--- src/rtl/core_net_rx_pkg.sv ---
// Shared network packet types and core-side constants for the net receive path.
// Holds the packet layout, op codes and the HALT/RUN state encoding.
package core_net_rx_pkg;

    localparam int mask_length_gp = 3;
    localparam int rs_imm_size_gp = 6;

    typedef enum logic [2:0] {
        NULL  = 3'd0,
        INSTR = 3'd1,
        REG   = 3'd2,
        PC    = 3'd3,
        BAR   = 3'd4
    } net_op_e;

    typedef struct packed {
        logic [9:0]  id;
        net_op_e     net_op;
        logic [9:0]  net_addr;
        logic [31:0] net_data;
    } net_packet_s;

    typedef enum logic {
        RX_HALT = 1'b0,
        RX_RUN  = 1'b1
    } rx_state_e;

endpackage

--- src/rtl/core_net_rx_rf_skid.sv ---
// One-entry holding buffer for net-side register file writes.
// Holds a write until the RF port is granted and drops REG packets that arrive while it is blocked.
module net_rf_skid #(
    parameter int AW = 6,
    parameter int DW = 32
) (
    input  logic          clk,
    input  logic          reset,
    input  logic          i_push,
    input  logic [AW-1:0] i_addr,
    input  logic [DW-1:0] i_data,
    input  logic          i_grant,
    output logic          o_wen,
    output logic [AW-1:0] o_addr,
    output logic [DW-1:0] o_data,
    output logic          o_drop,
    output logic [15:0]   o_dropCnt
);

    logic          r_valid;
    logic [AW-1:0] r_addr;
    logic [DW-1:0] r_data;
    logic          r_drop;
    logic [15:0]   r_dropCnt;
    logic          w_free;

    // The slot is reusable in the same cycle it is granted, so a new REG writes through with no bubble.
    assign w_free = !r_valid || i_grant;

    always_ff @(posedge clk) begin
        if (!reset) begin
            r_valid   <= 1'b0;
            r_addr    <= '0;
            r_data    <= '0;
            r_drop    <= 1'b0;
            r_dropCnt <= '0;
        end else begin
            if (i_push && w_free) begin
                r_valid <= 1'b1;
                r_addr  <= i_addr;
                r_data  <= i_data;
            end else if (r_valid && i_grant) begin
                r_valid <= 1'b0;
            end
            r_drop <= i_push && !w_free;
            if (i_push && !w_free && (r_dropCnt != 16'hFFFF)) begin
                r_dropCnt <= r_dropCnt + 16'd1;
            end
        end
    end

    assign o_wen     = r_valid;
    assign o_addr    = r_addr;
    assign o_data    = r_data;
    assign o_drop    = r_drop;
    assign o_dropCnt = r_dropCnt;

endmodule

--- src/rtl/core_net_rx.sv ---
// Network-side responder for a core: filters packets by ID and drives imem fill, RF preload,
// PC load and barrier registers, and owns the core HALT/RUN state.
module core_net_rx
    import core_net_rx_pkg::*;
#(
    parameter logic [9:0] net_ID_p          = 10'd1,
    parameter int         imem_addr_width_p = 10,
    parameter int         rf_addr_width_p   = rs_imm_size_gp,
    parameter int         mask_length_p     = mask_length_gp
) (
    input  logic                         clk,
    input  logic                         reset,
    input  net_packet_s                  net_packet_i,
    output logic                         imem_wen_o,
    output logic [imem_addr_width_p-1:0] imem_addr_o,
    output logic [15:0]                  imem_data_o,
    output logic                         rf_wen_o,
    output logic [rf_addr_width_p-1:0]   rf_addr_o,
    output logic [31:0]                  rf_data_o,
    input  logic                         rf_grant_i,
    output logic                         pc_wen_o,
    output logic [imem_addr_width_p-1:0] pc_o,
    output logic [mask_length_p-1:0]     barrier_mask_o,
    output logic [mask_length_p-1:0]     barrier_bits_o,
    output logic                         run_o,
    output logic                         drop_o,
    output logic [15:0]                  drop_cnt_o
);

    logic w_accept;
    logic w_isInstr;
    logic w_isReg;
    logic w_isPc;
    logic w_isBar;

    rx_state_e                    r_state;
    logic                         r_run;
    logic                         r_imemWen;
    logic [imem_addr_width_p-1:0] r_imemAddr;
    logic [15:0]                  r_imemData;
    logic                         r_pcWen;
    logic [imem_addr_width_p-1:0] r_pc;
    logic [mask_length_p-1:0]     r_barrierMask;
    logic [mask_length_p-1:0]     r_barrierBits;

    assign w_accept  = (net_packet_i.id == net_ID_p) && (net_packet_i.net_op != NULL);
    assign w_isInstr = w_accept && (net_packet_i.net_op == INSTR);
    assign w_isReg   = w_accept && (net_packet_i.net_op == REG);
    assign w_isPc    = w_accept && (net_packet_i.net_op == PC);
    assign w_isBar   = w_accept && (net_packet_i.net_op == BAR);

    // A PC packet is the only way out of HALT; once running, only reset stops the core.
    always_ff @(posedge clk) begin
        if (!reset) begin
            r_state       <= RX_HALT;
            r_run         <= 1'b0;
            r_imemWen     <= 1'b0;
            r_imemAddr    <= '0;
            r_imemData    <= '0;
            r_pcWen       <= 1'b0;
            r_pc          <= '0;
            r_barrierMask <= '0;
            r_barrierBits <= '0;
        end else begin
            r_imemWen <= w_isInstr;
            r_pcWen   <= w_isPc;
            if (w_isInstr) begin
                r_imemAddr <= net_packet_i.net_addr[imem_addr_width_p-1:0];
                r_imemData <= net_packet_i.net_data[15:0];
            end
            if (w_isPc) begin
                r_pc          <= net_packet_i.net_addr[imem_addr_width_p-1:0];
                r_barrierBits <= net_packet_i.net_data[mask_length_p-1:0];
            end
            if (w_isBar) begin
                r_barrierMask <= net_packet_i.net_data[mask_length_p-1:0];
            end
            case (r_state)
                RX_HALT: begin
                    if (w_isPc) begin
                        r_state <= RX_RUN;
                        r_run   <= 1'b1;
                    end
                end
                RX_RUN: begin
                    r_run <= 1'b1;
                end
                default: begin
                    r_state <= RX_HALT;
                    r_run   <= 1'b0;
                end
            endcase
        end
    end

    net_rf_skid #(
        .AW(rf_addr_width_p),
        .DW(32)
    ) u_rfSkid (
        .clk      (clk),
        .reset    (reset),
        .i_push   (w_isReg),
        .i_addr   (net_packet_i.net_addr[rf_addr_width_p-1:0]),
        .i_data   (net_packet_i.net_data),
        .i_grant  (rf_grant_i),
        .o_wen    (rf_wen_o),
        .o_addr   (rf_addr_o),
        .o_data   (rf_data_o),
        .o_drop   (drop_o),
        .o_dropCnt(drop_cnt_o)
    );

    assign imem_wen_o     = r_imemWen;
    assign imem_addr_o    = r_imemAddr;
    assign imem_data_o    = r_imemData;
    assign pc_wen_o       = r_pcWen;
    assign pc_o           = r_pc;
    assign barrier_mask_o = r_barrierMask;
    assign barrier_bits_o = r_barrierBits;
    assign run_o          = r_run;

endmodule
--- config.mk ---
export PLATFORM = sky130hd
export DESIGN_NAME = core_net_rx
export DESIGN_NICKNAME = d
export VERILOG_FILES = /design/src/rtl/core_net_rx_pkg.sv /design/src/rtl/core_net_rx_rf_skid.sv /design/src/rtl/core_net_rx.sv
export SDC_FILE = /design/constraint.sdc
export NUM_CORES = 1
export LEC_CHECK = 0
export ABC_AREA = 1
export CAP_MARGIN = 20
export CORE_ASPECT_RATIO = 0.75
export CORE_MARGIN = 5
export CORE_UTILIZATION = 45
export CTS_BUF_LIST = sky130_fd_sc_hd__clkbuf_16
export CTS_CLUSTER_SIZE = 24
export DETAILED_ROUTE_END_ITERATION = 8
export PLACE_DENSITY = 0.91
export SLEW_MARGIN = 20
export SYNTH_ARGS = -nofsm -noshare
export SYNTH_HDL_FRONTEND = slang
export SYNTH_SLANG_ARGS = --single-unit
--- constraint.sdc ---
create_clock -name clk -period 3.25 [get_ports clk]
set_input_delay 0.325 -clock clk [delete_from_list [all_inputs] [get_ports clk]]
set_output_delay 0.325 -clock clk [all_outputs]
set_load 0.01 [all_outputs]
---- Word level (Yosys, flattened, before mapping) ----
Index checks and enable logic that the tools add are counted.
storage, ports and cells
  bits in registers ....................... 102
  logic and storage cells ................. 43
  memories ................................ 0
  memory bits (writable) .................. 0
  memory bits (read-only) ................. 0
  output and inout bits ................... 101
  bits in latches ......................... 0
  bits of input ports ..................... 58
cells by class
  reductions and logical operators ........ 14
  shift operators ......................... 0
  divide/modulo/power cells ............... 0
  multiplexer cells ....................... 6
  equality and inequality tests ........... 7
  multipliers ............................. 0
  add/sub/neg operators ................... 1
  magnitude comparators ................... 0
  bitwise logic cells ..................... 1
operators with widths
  kind                     count
  $add A16 B1 Y16 const B  1
  $ne A16 B16 Y1 const B   1
  $eq A10 B1 Y1 const B    1
  $logic_and A1 B1 Y1      9
  $eq A3 B2 Y1 const B     2
  $mux W1                  5
  $eq A3 B1 Y1 const B     1
  $eq A3 B3 Y1 const B     1
  $reduce_bool A3 Y1       1
  $logic_not A1 Y1         2
  $ne A2 B2 Y1 const B     1
  $pmux W1 S2              1
  $reduce_bool A2 Y1       1
  $logic_or A1 B1 Y1       1
  $not A1 Y1               1

---- Longest topological paths before layout ----
Gate-level depths: netlist (run 1).
  word-level depth ........................ 5
  gate-level depth with buffers ........... 11
  gate-level depth less buffers ........... 10

---- Hierarchy ----
Synthesis (run 1) repeated with hierarchy kept, for this count alone.
second synthesis, totals
  cells, all modules ...................... 710
  area total of the unflattened synthesis .. 4660.7 um2
modules (own cells, without submodules)
  module       sequential area each (um2)  cells each  times used  area an instance (um2)
  core_net_rx  920.9                       382         1           2356.0
  net_rf_skid  1121.1                      328         1           2304.7

---- Least setup slack after synthesis (run 1) ----
Ideal clock, no wire load.
  path kind ............................... register to register
  start point ............................. register u_rfSkid.r_dropCnt[0] (netlist: u_rfSkid.o_dropCnt[0])
  end point ............................... register u_rfSkid.r_dropCnt[15] (netlist: u_rfSkid.o_dropCnt[15])
  clock period less this slack ............ 1500 ps
  stages on the path, launching flop included .. 10
  data arrival time ....................... 1430 ps
  slack ................................... 1750 ps
  setup time .............................. 70 ps
  cells stage by stage .................... dfxtp_1 ha_1 nand3_1 inv_1 nand2_1 nor2_1 inv_1 nand2_1 nand2_1 a21oi_1
on the way
  word-level cells in the longest chain between the ends .. 2
  elaborated cells between the ends (all ways) .. 3
  those cells by class .................... 1 x add/sub; 1 x eq/ne; 1 x reduce/logical
ends and longest elaborated chain
  what                                                                     RTL line                   text
  from (decl)                                                              core_net_rx_rf_skid.sv:24  logic [15:0] r_dropCnt;
  from (signal assigned)                                                   core_net_rx_rf_skid.sv:47  r_dropCnt <= r_dropCnt + 16'd1;
  parallel branches: the longest is 2 deep, another holds $add A16 B1 Y16  n/a
Parallel ways; which one is timed is not known.
A chain may end at the register's enable or synchronous reset.

---- Worst setup path after layout (run 1) ----
  start point ............................. input port net_packet_i[43] (netlist bit)
  end point ............................... register r_imemData[9] (netlist: imem_data_o[9])
on the way
  word-level cells in the longest chain between the ends .. 3
  elaborated cells between the ends (all ways) .. 4
  those cells by class .................... 1 x eq/ne; 3 x reduce/logical
ends and longest elaborated chain
  what                   RTL line           text
  from (decl)            core_net_rx.sv:13  input net_packet_s net_packet_i,
  $reduce_bool A3 Y1     core_net_rx.sv:46  assign w_accept = (net_packet_i.id == net_ID_p) && (net_packet_i.net_op != NULL);
  $logic_and A1 B1 Y1    core_net_rx.sv:46
  $logic_and A1 B1 Y1 *  core_net_rx.sv:47  assign w_isInstr = w_accept && (net_packet_i.net_op == INSTR);
  to (signal assigned)   core_net_rx.sv:69  r_imemData <= net_packet_i.net_data[15:0];
  to (decl)              core_net_rx.sv:40  logic [15:0] r_imemData;
Mark *: on every way between the ends. The rest lies on a longest branch, timed or not.

==> results of run 1 <==
==> cells by family after synthesis <==
family                     share of synthesized area (%)
xor gates and xnor gates                           1.511
DFF                                                50.31
AOI/OAI and AO/OA                                  12.36
buffers and inverters                              6.381
and+or+nand+nor                                    29.13
adders and majority gates                         0.3082
==> area by class of cell <==
type                            count  area [µm²]  area share, %
Clock buffer                        9       225.2          3.793
Clock inverter                      7       65.06          1.096
Inverter                           20       75.07          1.264
Multi-Input combinational cell    389        1770          29.82
Sequential cell                   102        2042          34.39
Tap cell                          112       140.1          2.360
Timing Repair Buffer              163        1619          27.27
==> report_power, final <==
| part | switching (W) | internal, W | leakage (nW) |
|---|---|---|---|
| clock network | 0.000465 | 0.000592 | 0.144 |
| logic | 0.0000548 | 0.0000676 | 1.19 |
| registers | 0.0000000770 | 0.00125 | 0.821 |
| total | 0.000520 | 0.00191 | 2.15 |
==> per-layer routing <==
metal,part of all wire (%),routed length [µm],vias up,GRT usage (%)
met5,0,0,-,0
met4,2.2,286,0,6.959
met3,11,1369,23,11.04
met2,48,6109,205,38.06
met1,39,4972,1947,27.14
li1,-,-,2052,-
==> synth_stat cells, types with 4 or more instances <==
master / count / area (µm²)
a21oi_1: 57 / 285.3
buf_4: 6 / 45.04
buf_6: 6 / 67.56
clkbuf_1: 15 / 56.30
dfxtp_1: 102 / 2042
inv_1: 17 / 63.81
nand2_1: 96 / 360.4
nand3_1: 52 / 260.3
nor2_1: 115 / 431.7
o21ai_0: 37 / 185.2
o21ai_1: 5 / 25.02
xnor2_1: 4 / 35.03
==> worst paths after layout <==
path | from | endpoint | slack (ps) | cells past startpoint
max | net_packet_i[43] | imem_data_o[9]$_SDFFE_PN0P_ | 980 | 9
min | barrier_bits_o[2]$_SDFFE_PN0P_ | barrier_bits_o[2]$_SDFFE_PN0P_ | 470 | 2
max reg2reg | u_rfSkid.o_dropCnt[0]$_SDFFE_PN0P_ | u_rfSkid.o_dropCnt[11]$_SDFFE_PN0P_ | 1400 | 9
min reg2reg | barrier_bits_o[2]$_SDFFE_PN0P_ | barrier_bits_o[2]$_SDFFE_PN0P_ | 470 | 2
==> state kept, by name, summed over array words and instances, names as in the netlist <==
name                flops
u_rfSkid.o_data        32
imem_data_o            16
u_rfSkid.o_dropCnt     16
imem_addr_o            10
pc_o                   10
u_rfSkid.o_addr         6
barrier_bits_o          3
barrier_mask_o          3
imem_wen_o              1
pc_wen_o                1
r_state                 1
run_o                   1
u_rfSkid.o_drop         1
u_rfSkid.o_wen          1
==> critical path, cell delays in order <==
cell,delay (ps)
clkdlybuf4s50_1,560
inv_2,90
nand2_2,70
nor2_1,40
nor2_2,140
and2_2,520
nand2_2,430
nand2_1,160
a21oi_1,90
==> cell usage in the layout, fill, tap and decap left out, types with 3 or more instances in the layout <==
master / synthesis / layout
a21oi_1: 57 / 57
buf_4: 6 / 5
clkbuf_16: 0 / 9
clkdlybuf4s50_1: 0 / 158
dfxtp_1: 102 / 102
inv_1: 17 / 16
inv_2: 3 / 4
nand2_1: 96 / 96
nand2_2: 3 / 3
nand3_1: 52 / 52
nand4_1: 3 / 3
nor2_1: 115 / 115
o21ai_0: 37 / 37
o21ai_1: 5 / 5
xnor2_1: 4 / 4
xor2_1: 3 / 3
==> per-stage QoR <==
step / setup WS (ps) / cell area (µm²) / cells / hold slack, ps / util [%]
floorplan: 1750 / 4059 / 541 / 435.9 / -
global placement: 768.9 / 5647 / 786 / 442.6 / 63.21
detailed placement: 635.8 / 5647 / 786 / 455.7 / 63.21
CTS: 999.7 / 5937 / 802 / 465.0 / 66.46
global route: 752.6 / 5937 / 802 / 489.0 / 66.46
finish: 975.4 / 5937 / 802 / 465.8 / 66.46
==> flow_metrics.tcl, run 1 <==
set metrics [dict create \
    drive_gt1_share_pct 5.072 \
    cts-root-buf "clkbuf_16" \
    max_freq_mhz 439.6 \
    setup.worst_path.start_class "primary input" \
    numCtsBuffers 9 \
    start_util_pct 45.43 \
    slew_headroom_pct 33.67 \
    seq_area_frac_synth_pct 50.31 \
    outcome "completed" \
    period_minus_slack_ps 2275 \
    crit_type "primary input to register" \
    ir_drop_v 0.0002858 \
    async_flop_share_pct 0 \
    grt_max_degree 59 \
    post_cts_buffers 0 \
    die_width_um 119.7 \
    insertion_delay_ps 340 \
    antenna_cells 0 \
    drc_errors 0 \
    synth_cells 541 \
    setup_violations 0 \
    io_buffers 158 \
    gp_congestion 0.8304 \
    finalClockSkew_ps 6.903 \
    drt-wirelength-per-cell_um 15.88 \
    synth_area_mm2 0.004059 \
    holdBufCountCts 0 \
    critPathMaxFanout 27 \
    required_ps 3420 \
    power_leakage_nw 2.153 \
    hpwl_mm 9.121 \
    ys_seq_elements 102 \
    cts.sinks 102 \
    grt.total_usage_pct 23.25 \
    maxCapViolCount 0 \
    post_synth_num_cell_types 26 \
    fin_tns_setup_ps 0 \
    vias 4227 \
    num_rows 30 \
    core-area_mm2 0.008934 \
    areaGrowthSynthToFinish_pct 46.27 \
    drt-total-wl_mm 12.74 \
    drt_iter0_drc 354 \
    end_kind "register" \
    power_density_mw_per_mm2 409.1 \
    period_share_pct 69.99 \
    rsz0062_at_grt "false" \
    hold_path_class "register to register" \
    dieArea_mm2 0.01104 \
    cts_buffer_depth 2 \
    ios 159 \
    p_total_w 0.002429 \
    grt_pass1_wl_mm 20.64 \
    ant_nets 0 \
    synthFlopType "dfxtp_1" \
    syn_avg_cell_area_um2 7.503 \
    die_h_um 92.25 \
    synth_edf_count 0 \
    nFillCells 750 \
    via_per_inst 5.271 \
    cp.arrival_ps 2450 \
    antenna_found_initial 0 \
    drv_slew 0 \
    cts_htree_levels 3 \
    grt_remaining_overflow 0 \
    hold_viol_final 0 \
    cts_resized 0 \
    nets 744 \
    first_global_vias 4120 \
    syn-num-nets 600 \
    tightestPinTransition_ps 993.5 \
    cts_tree "done" \
    yosys_warnings 0 \
    drt-pass1-iter-count 7 \
    clkTransAtPathRegs_ps 70 \
]
No activity file was read; power rests on OpenSTA's default activity.
==> run 2: changes to the inputs <==
CORE_UTILIZATION = 44   (was 45)
PLACE_DENSITY = 0.9   (was 0.91)
clock period = 2.1 ns   (was 3.25 ns; I/O delays follow)
==> flow_metrics.tcl, run 2 (same netlist as run 1, synthesis figures left out) <==
set metrics [dict create \
    outcome "completed" \
    nets 751 \
    slew_headroom_pct 57.46 \
    p_int_w 0.002963 \
    drc_errors 0 \
    crit_type "register to register" \
    dieArea_mm2 0.01127 \
    drt-wirelength-per-cell_um 15.61 \
    start_util_pct 45.06 \
    setup_violations 0 \
    insertion_delay_ps 340 \
    hpwl_mm 9.198 \
    die_h_um 93.18 \
    setup.worst_path.start_class "register" \
    tightestPinTransition_ps 637.2 \
    drt-pass1-iter-count 5 \
    cts-root-buf "clkbuf_16" \
    antenna_found_initial 0 \
    grt_max_degree 59 \
    finalClockSkew_ps 9.891 \
    grt_remaining_overflow 0 \
    cts.sinks 102 \
    io_buffers 158 \
    cp.arrival_ps 2000 \
    end_kind "register" \
    largest_register_ff_count 32 \
    cpMostUsedCell "nand2_1" \
    grt_pass1_wl_mm 19.97 \
    antenna_cells 0 \
    gp_congestion 0.9004 \
    period_share_pct 82.07 \
    pre_cts_slack_ps 47.14 \
    p_comb_share_pct 5.3 \
    cts_tree "done" \
    vias 4206 \
    required_ps 2370 \
    ant_nets 0 \
    worstPathCellList "ha_1, nand3_1, inv_1, nand2_1, nor2_1, inv_1, nand2_1, nand2_1, a21oi_1" \
    drt_iter0_drc 447 \
    final_common_cell "clkdlybuf4s50_1" \
    final_cell_mix "clkdlybuf4s50_1, nor2_1, dfxtp_1, nand2_1, a21oi_1" \
    numCtsBuffers 9 \
    drive_gt1_share_pct 5.882 \
    hold_path_class "primary input to register" \
    power_density_mw_per_mm2 626.4 \
    areaGrowthSynthToFinish_pct 47.90 \
    cts_resized 0 \
    core-area_mm2 0.009009 \
    cts_buffer_depth 2 \
    power_leakage_nw 2.196 \
    critPathMaxFanout 10 \
    drt-total-wl_mm 12.63 \
    die_width_um 120.9 \
    ir_drop_v 0.0005175 \
    period_minus_slack_ps 1724 \
    via_per_inst 5.199 \
    drv_slew 0 \
    clkTransAtPathRegs_ps 70 \
    cts_htree_levels 3 \
    holdWs_ps 442.5 \
    rsz0062_at_grt "false" \
    pwr-share-clk_pct 43.3 \
    switchingPower_w 0.0007979 \
    hold_viol_final 0 \
    post_cts_buffers 0 \
    fin_tns_setup_ps 0 \
    grt.total_usage_pct 22.18 \
    ios 159 \
    critPathMaxStageDelay_ps 380 \
    fin_ws_ps 376.5 \
    max_freq_mhz 580.2 \
    num_rows 30 \
    seqPwrFrac_pct 51.4 \
    p_sw_share_pct 21.22 \
    holdBufCountCts 0 \
    maxCapViolCount 0 \
    first_global_vias 4020 \
    slowest_stage "dfxtp_1" \
]
-- run 2: cell count changes in the layout (fill, tap and decap cells not counted), sizes merged --
| cell | change |
|---|---|
| buf | +7 |
| clkinv | -3 |
| clkinvlp | +1 |
| inv | +2 |
-- run 2: power by group through the flow --
stage	sequential, W	combinational, W	clock, W
2_1_floorplan	0.00198	0.0000462	0
3_3_place_gp	0.00198	0.000197	0
3_5_place_dp	0.00198	0.000199	0
4_1_cts	0.00193	0.000199	0.00165
5_1_grt	0.00193	0.000213	0.00174
6_report	0.00193	0.000200	0.00163
-- run 2: layout make-up --
cell class / count / area, µm²
inverter: 20 / 75.07
fill: 763 / 3005
clock buffer: 9 / 225.2
sequential: 102 / 2042
multi-input combinational: 389 / 1769
tap: 112 / 140.1
clock inverter: 7 / 67.56
timing repair buffer: 170 / 1684
-- run 2: path summary, 6_finish.rpt --
path                            slack [ps]                          startpoint  depth (start not counted)                                 end
worst max-delay path                   380  u_rfSkid.o_dropCnt[0]$_SDFFE_PN0P_                          9  u_rfSkid.o_dropCnt[6]$_SDFFE_PN0P_
worst min-delay path                   440                    net_packet_i[17]                          3    u_rfSkid.o_data[17]$_SDFFE_PN0P_
worst min register to register         460         imem_addr_o[7]$_SDFFE_PN0P_                          2         imem_addr_o[7]$_SDFFE_PN0P_
worst max register to register         380  u_rfSkid.o_dropCnt[0]$_SDFFE_PN0P_                          9  u_rfSkid.o_dropCnt[6]$_SDFFE_PN0P_
-- run 2: layer usage --
layer | vias up | wire, µm | share of wire, % | track usage [%]
li1 | 2060 | - | - | -
met2 | 171 | 5982 | 47 | 36.34
met5 | - | 0 | 0 | 0
met4 | 0 | 223 | 1.8 | 6.415
met1 | 1952 | 5114 | 41 | 26.55
met3 | 23 | 1303 | 10 | 9.553
-- run 2: through the flow --
stage / power, W / util, % / std cells / area (µm²)
floorplan: 0.002024 / - / 541 / 4059
global route: 0.003888 / 66.64 / 809 / 6003
global placement: 0.002174 / 63.39 / 793 / 5710
CTS: 0.003786 / 66.64 / 809 / 6003
finish: 0.003760 / 66.64 / 809 / 6003
detailed placement: 0.002177 / 63.39 / 793 / 5710
-- run 2: worst max-delay path: cells and delay by family (launching register included) --
kind                     cells  cell delay (ps)
AND/OR/NAND/NOR              5              780
flip-flops                   1              380
buffers and inverters        2              160
adder cells (fa/ha/maj)      1              200
AO/OA/AOI/OAI                1              140
